<file path="src/rtl/ram_arb_pkg.sv">
// ram_arb_pkg: shared definitions for the display RAM arbiter.
//   - Grant codes, also driven out on the tst debug port.
//   - FSM state encodings for the 3-cycle access sequence.
//   - Default RAM geometry (8K x 8).
package ram_arb_pkg;

  localparam int unsigned DEF_AW = 13;
  localparam int unsigned DEF_DW = 8;

  typedef enum logic [1:0] {
    GNT_NONE = 2'd0,
    GNT_TFT  = 2'd1,
    GNT_STN  = 2'd2,
    GNT_HOST = 2'd3
  } gnt_e;

  typedef enum logic [1:0] {
    IDLE = 2'd0,
    ACC  = 2'd1,
    DONE = 2'd2
  } state_e;

endpackage

</file>
<file path="src/rtl/ram_arb_prio.sv">
// ram_arb_prio: winner selection plus starvation counters.
// Ports:
//   clk, rst_x           clock, async active-low reset
//   tft_req, stn_req,
//   host_req             requester levels
//   arb                  commit strobe, high for the cycle after a winner was registered
//   last_gnt             grant code of the access being committed
//   gnt                  combinational winner for the current request set
// Base priority TFT > STN > HOST. A pending STN write is forced after WR_STARVE
// consecutive TFT grants; a pending host access is forced after HOST_STARVE
// consecutive non-host grants. Host force beats STN force. WR_STARVE and
// HOST_STARVE must be at least 1.
module ram_arb_prio
  import ram_arb_pkg::*;
#(
  parameter int unsigned WR_STARVE   = 4,
  parameter int unsigned HOST_STARVE = 16
) (
  input  logic       clk,
  input  logic       rst_x,
  input  logic       tft_req,
  input  logic       stn_req,
  input  logic       host_req,
  input  logic       arb,
  input  logic [1:0] last_gnt,
  output logic [1:0] gnt
);

  localparam int unsigned WCW = (WR_STARVE < 1) ? 1 : $clog2(WR_STARVE + 1);
  localparam int unsigned HCW = (HOST_STARVE < 1) ? 1 : $clog2(HOST_STARVE + 1);
  localparam logic [WCW-1:0] WR_MAX   = WCW'(WR_STARVE);
  localparam logic [HCW-1:0] HOST_MAX = HCW'(HOST_STARVE);

  logic [WCW-1:0] wr_cnt_q, wr_cnt_d;
  logic [HCW-1:0] host_cnt_q, host_cnt_d;
  logic           wr_force, host_force;

  assign wr_force   = stn_req && (wr_cnt_q == WR_MAX);
  assign host_force = host_req && (host_cnt_q == HOST_MAX);

  always_comb begin
    gnt = GNT_NONE;
    if (host_force)    gnt = GNT_HOST;
    else if (wr_force) gnt = GNT_STN;
    else if (tft_req)  gnt = GNT_TFT;
    else if (stn_req)  gnt = GNT_STN;
    else if (host_req) gnt = GNT_HOST;
  end

  // Counters clear whenever their requester is idle, so no stale count survives
  // into a later burst. Increments happen once per access, while it is in ACC.
  always_comb begin
    wr_cnt_d   = wr_cnt_q;
    host_cnt_d = host_cnt_q;
    if (!stn_req) begin
      wr_cnt_d = '0;
    end else if (arb) begin
      if (last_gnt == GNT_STN) begin
        wr_cnt_d = '0;
      end else if (last_gnt == GNT_TFT && wr_cnt_q != WR_MAX) begin
        wr_cnt_d = wr_cnt_q + 1'b1;
      end
    end
    if (!host_req) begin
      host_cnt_d = '0;
    end else if (arb) begin
      if (last_gnt == GNT_HOST) begin
        host_cnt_d = '0;
      end else if (last_gnt != GNT_NONE && host_cnt_q != HOST_MAX) begin
        host_cnt_d = host_cnt_q + 1'b1;
      end
    end
  end

  always_ff @(posedge clk or negedge rst_x) begin
    if (!rst_x) begin
      wr_cnt_q   <= '0;
      host_cnt_q <= '0;
    end else begin
      wr_cnt_q   <= wr_cnt_d;
      host_cnt_q <= host_cnt_d;
    end
  end

endmodule

</file>
<file path="src/rtl/ram_arb3.sv">
// ram_arb3: sequencer/arbiter for the single external display RAM.
// Ports:
//   clk, rst_x                      clock, async active-low reset
//   tft_rdreq/raddr, tft_rdack/rdata  TFT refill read port
//   stn_wrreq/waddr/wdata, stn_wrack  STN capture write port
//   host_req/we/addr/wdata,
//   host_ack/rdata                  host debug read/write port
//   ram_ce/we/addr/wdata, ram_rdata RAM interface (all outputs registered)
//   tst                             current grant code (0 in IDLE)
// Each access runs IDLE -> ACC -> DONE; the ack pulses in DONE together with
// any read data.
module ram_arb3
  import ram_arb_pkg::*;
#(
  parameter int unsigned AW          = DEF_AW,
  parameter int unsigned DW          = DEF_DW,
  parameter int unsigned WR_STARVE   = 4,
  parameter int unsigned HOST_STARVE = 16
) (
  input  logic          clk,
  input  logic          rst_x,
  input  logic          tft_rdreq,
  input  logic [AW-1:0] tft_raddr,
  output logic          tft_rdack,
  output logic [DW-1:0] tft_rdata,
  input  logic          stn_wrreq,
  input  logic [AW-1:0] stn_waddr,
  input  logic [DW-1:0] stn_wdata,
  output logic          stn_wrack,
  input  logic          host_req,
  input  logic          host_we,
  input  logic [AW-1:0] host_addr,
  input  logic [DW-1:0] host_wdata,
  output logic          host_ack,
  output logic [DW-1:0] host_rdata,
  output logic          ram_ce,
  output logic          ram_we,
  output logic [AW-1:0] ram_addr,
  output logic [DW-1:0] ram_wdata,
  input  logic [DW-1:0] ram_rdata,
  output logic [1:0]    tst
);

  state_e        state_q, state_d;
  logic          ram_ce_q, ram_ce_d;
  logic          ram_we_q, ram_we_d;
  logic [AW-1:0] ram_addr_q, ram_addr_d;
  logic [DW-1:0] ram_wdata_q, ram_wdata_d;
  logic [1:0]    tst_q, tst_d;
  logic          tft_rdack_q, tft_rdack_d;
  logic          stn_wrack_q, stn_wrack_d;
  logic          host_ack_q, host_ack_d;
  logic [DW-1:0] tft_rdata_q, tft_rdata_d;
  logic [DW-1:0] host_rdata_q, host_rdata_d;
  logic [1:0]    gnt;

  ram_arb_prio #(
    .WR_STARVE  (WR_STARVE),
    .HOST_STARVE(HOST_STARVE)
  ) u_prio (
    .clk     (clk),
    .rst_x   (rst_x),
    .tft_req (tft_rdreq),
    .stn_req (stn_wrreq),
    .host_req(host_req),
    .arb     (state_q == ACC),
    .last_gnt(tst_q),
    .gnt     (gnt)
  );

  always_comb begin
    state_d      = state_q;
    ram_ce_d     = 1'b0;
    ram_we_d     = 1'b0;
    ram_addr_d   = ram_addr_q;
    ram_wdata_d  = ram_wdata_q;
    tst_d        = tst_q;
    tft_rdack_d  = 1'b0;
    stn_wrack_d  = 1'b0;
    host_ack_d   = 1'b0;
    tft_rdata_d  = tft_rdata_q;
    host_rdata_d = host_rdata_q;
    unique case (state_q)
      IDLE: begin
        tst_d = GNT_NONE;
        if (gnt != GNT_NONE) begin
          state_d  = ACC;
          ram_ce_d = 1'b1;
          tst_d    = gnt;
          case (gnt)
            GNT_TFT: ram_addr_d = tft_raddr;
            GNT_STN: begin
              ram_we_d    = 1'b1;
              ram_addr_d  = stn_waddr;
              ram_wdata_d = stn_wdata;
            end
            GNT_HOST: begin
              ram_we_d   = host_we;
              ram_addr_d = host_addr;
              if (host_we) ram_wdata_d = host_wdata;
            end
            default: ;
          endcase
        end
      end
      ACC: begin
        state_d = DONE;
        // Read data is sampled on the edge entering DONE so it lines up with the ack.
        case (tst_q)
          GNT_TFT: begin
            tft_rdack_d = 1'b1;
            tft_rdata_d = ram_rdata;
          end
          GNT_STN: stn_wrack_d = 1'b1;
          GNT_HOST: begin
            host_ack_d = 1'b1;
            if (!ram_we_q) host_rdata_d = ram_rdata;
          end
          default: ;
        endcase
      end
      DONE: begin
        state_d = IDLE;
        tst_d   = GNT_NONE;
      end
      default: begin
        state_d = IDLE;
        tst_d   = GNT_NONE;
      end
    endcase
  end

  always_ff @(posedge clk or negedge rst_x) begin
    if (!rst_x) begin
      state_q      <= IDLE;
      ram_ce_q     <= 1'b0;
      ram_we_q     <= 1'b0;
      ram_addr_q   <= '0;
      ram_wdata_q  <= '0;
      tst_q        <= GNT_NONE;
      tft_rdack_q  <= 1'b0;
      stn_wrack_q  <= 1'b0;
      host_ack_q   <= 1'b0;
      tft_rdata_q  <= '0;
      host_rdata_q <= '0;
    end else begin
      state_q      <= state_d;
      ram_ce_q     <= ram_ce_d;
      ram_we_q     <= ram_we_d;
      ram_addr_q   <= ram_addr_d;
      ram_wdata_q  <= ram_wdata_d;
      tst_q        <= tst_d;
      tft_rdack_q  <= tft_rdack_d;
      stn_wrack_q  <= stn_wrack_d;
      host_ack_q   <= host_ack_d;
      tft_rdata_q  <= tft_rdata_d;
      host_rdata_q <= host_rdata_d;
    end
  end

  assign ram_ce     = ram_ce_q;
  assign ram_we     = ram_we_q;
  assign ram_addr   = ram_addr_q;
  assign ram_wdata  = ram_wdata_q;
  assign tst        = tst_q;
  assign tft_rdack  = tft_rdack_q;
  assign stn_wrack  = stn_wrack_q;
  assign host_ack   = host_ack_q;
  assign tft_rdata  = tft_rdata_q;
  assign host_rdata = host_rdata_q;

endmodule

</file>
<file path="config.mk">
export PLATFORM = sky130hd
export DESIGN_NAME = ram_arb3
export DESIGN_NICKNAME = d
export VERILOG_FILES = /design/src/rtl/ram_arb_pkg.sv /design/src/rtl/ram_arb_prio.sv /design/src/rtl/ram_arb3.sv
export SDC_FILE = /design/constraint.sdc
export NUM_CORES = 1
export LEC_CHECK = 0
export ABC_AREA = 0
export BUFFER_PORTS_ARGS = -buffer_cell sky130_fd_sc_hd__buf_2
export CORE_UTILIZATION = 42
export DETAILED_ROUTE_END_ITERATION = 8
export PLACE_DENSITY = 0.76
export SYNTH_ARGS = -nofsm -noshare
export SYNTH_HDL_FRONTEND = slang
export SYNTH_SLANG_ARGS = --single-unit
</file>
<file path="constraint.sdc">
create_clock -name clk -period 1.7 [get_ports clk]
set_input_delay 0.085 -clock clk [delete_from_list [all_inputs] [get_ports clk]]
set_output_delay 0.085 -clock clk [all_outputs]
set_load 0.02 [all_outputs]
</file>
==> results.cfg, run 1 <==
[run_status]
outcome = finished with violations
failed_checks = setup timing

[yosys]
syn_nets = 306
syn_inst = 233
synth_top_area_cell = dfrtp_1
synth_most_common_cell = dfrtp_1
synth_top_area_frac = 0.5160
synthTopCellsByArea = dfrtp_1 (52%), mux2_2 (6.9%), a22o_1 (4.3%), a22oi_1 (3.7%), a21oi_1 (3.1%)
synth_area_um2 = 2619
ys_warn_count = 0
ys_seq_area_frac = 0.5160
synthFlopType = dfrtp_1
synth_common_cells = dfrtp_1 (54), nor2_1 (21), a21oi_1 (16), mux2_2 (16), nand2_1 (16)
ys_ff_latch = 54
synth.avg_cell_area_um2 = 11.24
synth.distinct_cells = 43
synth_edf_count = 0
synthArstFlopShare = 1.000

[setup_path]
critPathTopFamily = compound AO/OA/AOI/OAI gates
reg2reg_slack_ps = -10
worst-setup-path-type = reg2reg
r2r_cells = 7
cp_cell_sequence = inv_1, ha_2, and4bb_4, a221oi_4, buf_12, o221ai_4, o21ai_1
r2r-start = u_prio.host_cnt_q[0]$_DFFE_PN0P_
crit_path_end_kind = register
critPathMaxFanout = 8
crit_slowest_cell = dfrtp_1
crit_start = u_prio.host_cnt_q[0]$_DFFE_PN0P_
cp.buffers_inverters = 2
reg2reg_to = ram_wdata[0]$_DFFE_PN0P_
endpoint = ram_wdata[0]$_DFFE_PN0P_
crit_arrival_ps = 1960
start_kind = register
cp.depth = 7
worstPathRequired_ps = 1950
slowest_delay_ps = 360

[routing]
drt.antenna.violating_nets = 0
drt_pass1_iterations = 5
vias = 2276
wire_per_inst_um = 14.63
first_iter_violations = 51
drc = 0
viasPerCell = 5.185
totalWireLength_um = 6421

[clock_network]
clock_sinks = 54
cts_buffers = 5
cts_tree = done
clock-root-buffer = clkbuf_8
clock_path_buffers = 2
ctsHtreeMaxLevel = 2
clk_pin_slew_ps = 110
clock_latency_ps = 320

[grt]
grt-ovfl-total = 0
grt_pass1_vias = 2182
grt_pass1_wl_um = 10150
grt_max_degree = 32
grt_usage = 0.2043
antenna_found_initial = 0

[pwr]
p_leak_nw = 1.758
p_sw_mw = 2.427
share_comb_of_total_power = 0.484
power_frac_seq = 0.380
vdd_drop_max_mv = 0.8686
clock_power_share = 0.136
power_per_cell_area_nw_per_um2 = 1552
swShare = 0.4251
intPower_mw = 3.282

[place]
globalplace.congestion = 0.7522
place_hpwl_um = 4534
port_buffers = 112
place_ws_ps = -81.65

[finish]
finalNetCount = 436
fin_util = 0.6176
area_growth_pct = 40.47
layout-drive-gt1-share = 0.5110
antenna_cells = 0

[min_path]
whs_path_depth = 2
holdCritPathClass = in2reg

[floorplan]
core_area_um2 = 5956
io_pins = 113
initial_utilization = 0.4397
fp.dieArea_um2 = 6555
die_width_um = 80.96
rows = 28
die_height_um = 80.96

[sta]
setup_viol = 8
rsz0062_at_grt = true
setup_tns_ps = -54.56
max_slew_margin = 0.6296
fmax_mhz = 583.5
fin_skew_ps = 12.02
min_period_ps = 1714
fin_ws_ps = -13.72
min_period_over_period = 1.008
finalHoldViolCount = 0
tightest_slew_ps = 555.5
finalMaxSlewViolations = 0
holdWs_ps = 19.23

[job]
drv_cap = 0
## layer usage
layer,share of wire,vias to the layer above,routed length [µm],track usage
met5,0,-,0,0
met4,0.016,0,102,0.08214
met3,0.052,9,333,0.04270
met2,0.50,86,3187,0.3403
met1,0.44,1070,2798,0.2577
li1,-,1111,-,-
## kinds of logic after synthesis
| family | Yosys count | synth area share |
|---|---|---|
| buffers and inverters | 19 | 0.04396 |
| DFF | 54 | 0.5160 |
| adders and majority gates | 4 | 0.01911 |
| muxes | 24 | 0.09938 |
| and+or+nand+nor | 57 | 0.1046 |
| AOI/OAI and AO/OA | 73 | 0.2102 |
| xor gates and xnor gates | 2 | 0.006690 |
## worst min path at each step
| stage | start | end | slack [ps] |
|---|---|---|---|
| 3_5_place_dp | rst_x | ram_wdata[7]$_DFFE_PN0P_ | 110 |
| 6_report | ram_rdata[7] | host_rdata[7]$_DFFE_PN0P_ | 20 |
| 5_1_grt | ram_rdata[6] | host_rdata[6]$_DFFE_PN0P_ | 6 |
| 2_1_floorplan | rst_x | host_ack$_DFF_PN0_ | -210 |
| 3_3_place_gp | rst_x | ram_wdata[3]$_DFFE_PN0P_ | 110 |
| 4_1_cts | ram_rdata[6] | tft_rdata[6]$_DFFE_PN0P_ | 10 |
## power by group through the flow
stage / registers, mW / clock network, mW / logic, mW
final: 2.17 / 0.775 / 2.76
after global routing: 2.24 / 0.837 / 3.01
after CTS: 2.16 / 0.791 / 2.72
after detailed placement: 2.18 / 0 / 2.59
after global placement: 2.17 / 0 / 2.52
after floorplan: 2.76 / 0 / 1.05
## cell type report
type | instances | area (µm²)
fillers | 488 | 2277
flip-flops and latches | 54 | 1351
multi-input cells | 162 | 1300
repair buffers | 133 | 809.5
well taps | 75 | 93.84
clock buffers | 5 | 68.82
clock inverters | 3 | 28.78
inverters | 7 | 26.28
## cell usage in the layout, fill, tap and decap left out, types with 2 or more instances in the layout
cell type,n
a22oi_2,9
dfrtp_1,54
a21oi_1,13
clkinv_4,2
nor2b_1,2
o221ai_4,2
mux2_2,16
nand2_1,15
xor2_1,2
o21ai_1,6
dlygate4sd3_1,5
a22oi_1,4
a21oi_2,3
inv_1,7
a22o_1,13
nor2_1,19
mux2i_1,7
nor3_1,2
o31a_1,2
buf_12,4
clkbuf_8,5
buf_4,10
nor2_2,3
o21ai_2,3
o21ai_0,8
nand3_1,6
ha_1,2
a21boi_1,2
nand2b_1,3
buf_2,112
## repair_timing
action	4_1_cts	5_1_grt
gates cloned	3	0
endpoints found under the setup margin	21	27
pin swaps	6	22
hold endpoints to repair	27	0
hold buffers	5	0
resized for setup	6	19
buffers inserted	3	1
## sequential cells by signal, indices dropped and copies added (netlist names)
signal             flops
ram_wdata              8
tst                    2
tft_rdack              1
stn_wrack              1
u_prio.host_cnt_q      5
u_prio.wr_cnt_q        3
ram_we                 1
state_q                2
tft_rdata              8
host_ack               1
ram_ce                 1
host_rdata             8
ram_addr              13
## metrics by stage
| step | cell area [µm²] | std cells | total power, mW |
|---|---|---|---|
| floorplan | 2621 | 233 | 3.810 |
| global placement | 3314 | 420 | 4.684 |
| detailed placement | 3314 | 420 | 4.767 |
| CTS | 3602 | 439 | 5.669 |
| global route | 3679 | 439 | 6.090 |
| finish | 3679 | 439 | 5.709 |
Note: power is estimated with default switching activity, not from simulation.
==> run 2: changes to the inputs <==
--- a/config.mk
+++ b/config.mk
@@ -13,3 +13,4 @@
 export SYNTH_ARGS = -nofsm -noshare
 export SYNTH_HDL_FRONTEND = slang
 export SYNTH_SLANG_ARGS = --single-unit
+export TNS_END_PERCENT = 5
==> results.cfg, run 2 (synthesis gave the netlist of run 1 again) <==
[run_status]
outcome = finished with violations
failed_checks = setup timing

[floorplan]
die_width_um = 80.96
rows = 28
fp.dieArea_um2 = 6555
die_height_um = 80.96
initial_utilization = 0.4397
io_pins = 113
core_area_um2 = 5956

[place]
globalplace.congestion = 0.7522
place_hpwl_um = 4534
port_buffers = 112
placed_cell_area_um2 = 3314

[finish]
largest_register_ffs = 13
layout-drive-gt1-share = 0.4890
fill_cells = 489
area_growth_pct = 37.84
finalNetCount = 436
antenna_cells = 0
stdcell_area_um2 = 3610
mostFrequentLayoutCells = buf_2 (112), dfrtp_1 (54), nor2_1 (19), mux2_2 (16)
final_common_cell = buf_2

[grt]
grt_pass1_wl_um = 9942
grt-ovfl-total = 0
grt_max_degree = 32
grt_pass1_vias = 2154
grt_usage = 0.1997
antenna_found_initial = 0

[sta]
min_period_ps = 1722
max_slew_margin = 0.6310
finalMaxSlewViolations = 0
setup_viol = 8
tightest_slew_ps = 553.5
setup_tns_ps = -139.8
fin_ws_ps = -21.51
min_period_over_period = 1.013
finalHoldViolCount = 0
rsz0062_at_grt = true
fin_skew_ps = 11.81
fmax_mhz = 580.9

[pwr]
power.total_mw = 5.665
p_leak_nw = 1.746
power_per_cell_area_nw_per_um2 = 1569
vdd_drop_max_mv = 0.8706

[setup_path]
worstPathRequired_ps = 1900
critPathMaxFanout = 21
r2r_cells = 7
reg2reg_to = ram_wdata[2]$_DFFE_PN0P_
crit_arrival_ps = 1920
reg2reg_slack_ps = -20
crit_path_end_kind = register
crit_start = u_prio.host_cnt_q[1]$_DFFE_PN0P_
start_kind = register
worst-setup-path-type = reg2reg
r2r-start = u_prio.host_cnt_q[1]$_DFFE_PN0P_

[routing]
vias = 2296
drt.antenna.violating_nets = 0
drc = 0
viasPerCell = 5.230
totalWireLength_um = 6217
wire_per_inst_um = 14.16
drt_pass1_iterations = 4
first_iter_violations = 75

[clock_network]
clock_latency_ps = 320
cts_buffers = 5
clock-root-buffer = clkbuf_8
cts_tree = done
ctsHtreeMaxLevel = 2
clock_sinks = 54
clock_path_buffers = 2
clk_pin_slew_ps = 110

[job]
drv_cap = 0

[min_path]
hold_start = ram_rdata[6]
hold_end = tft_rdata[6]$_DFFE_PN0P_
whs_path_depth = 2
holdCritPathClass = in2reg
[run 2: area by class of cell]
cell class              count  area [µm²]  share of cell area
repair buffers            133       784.5              0.2173
multi-input cells         162        1256              0.3480
flip-flops and latches     54        1351              0.3744
clock buffers               5       68.82             0.01906
clock inverters             3       28.78            0.007972
inverters                   7       26.28            0.007279
well taps                  75       93.84             0.02600
[run 2: routing by layer]
metal	up-vias	global-route usage	share of wire	routed length, µm
li1	1106	-	-	-
met1	1088	0.2520	0.43	2676
met2	95	0.3294	0.50	3083
met3	7	0.04494	0.058	363
met4	0	0.08214	0.015	94
met5	-	0	0	0
[run 2: stage by stage]
stage,util,hold slack [ps],worst slack [ps],instances
floorplan,-,-210.6,3.551,233
global placement,0.5565,105.5,-52.05,420
detailed placement,0.5565,114.3,-81.65,420
CTS,0.5968,13.38,-9.341,437
global route,0.6061,6.106,-97.63,439
finish,0.6061,15.94,-21.51,439
[run 2: how the worst max path moves through the flow]
stage | end | cells after the start
after floorplan | ram_wdata[0]$_DFFE_PN0P_ | 8
after global placement | ram_addr[5]$_DFFE_PN0P_ | 6
after detailed placement | ram_addr[5]$_DFFE_PN0P_ | 6
after CTS | ram_wdata[2]$_DFFE_PN0P_ | 7
after global routing | ram_wdata[5]$_DFFE_PN0P_ | 8
final | ram_wdata[2]$_DFFE_PN0P_ | 7
[run 2: critical path: stages (launching register included)]
cell and delay, ps:
dfrtp_1 390, inv_1 60, ha_2 160, and4bb_4 310, o21a_1 170, buf_12 190
mux2i_4 250, o21ai_2 80
[run 2: timing repair]
item | 4_1_cts | 5_1_grt
setup buffers | 2 | 2
endpoints found under the hold margin | 27 | 0
hold buffers | 5 | 0
resized for setup | 5 | 13
pin swaps | 7 | 12
gates cloned | 2 | 0
setup endpoints to repair | 21 | 23
[run 2: report_power, final]
| part | internal (mW) | leakage, nW | switching (mW) |
|---|---|---|---|
| sequential | 1.83 | 0.666 | 0.336 |
| clock | 0.306 | 0.0502 | 0.463 |
| combinational | 1.13 | 1.03 | 1.60 |
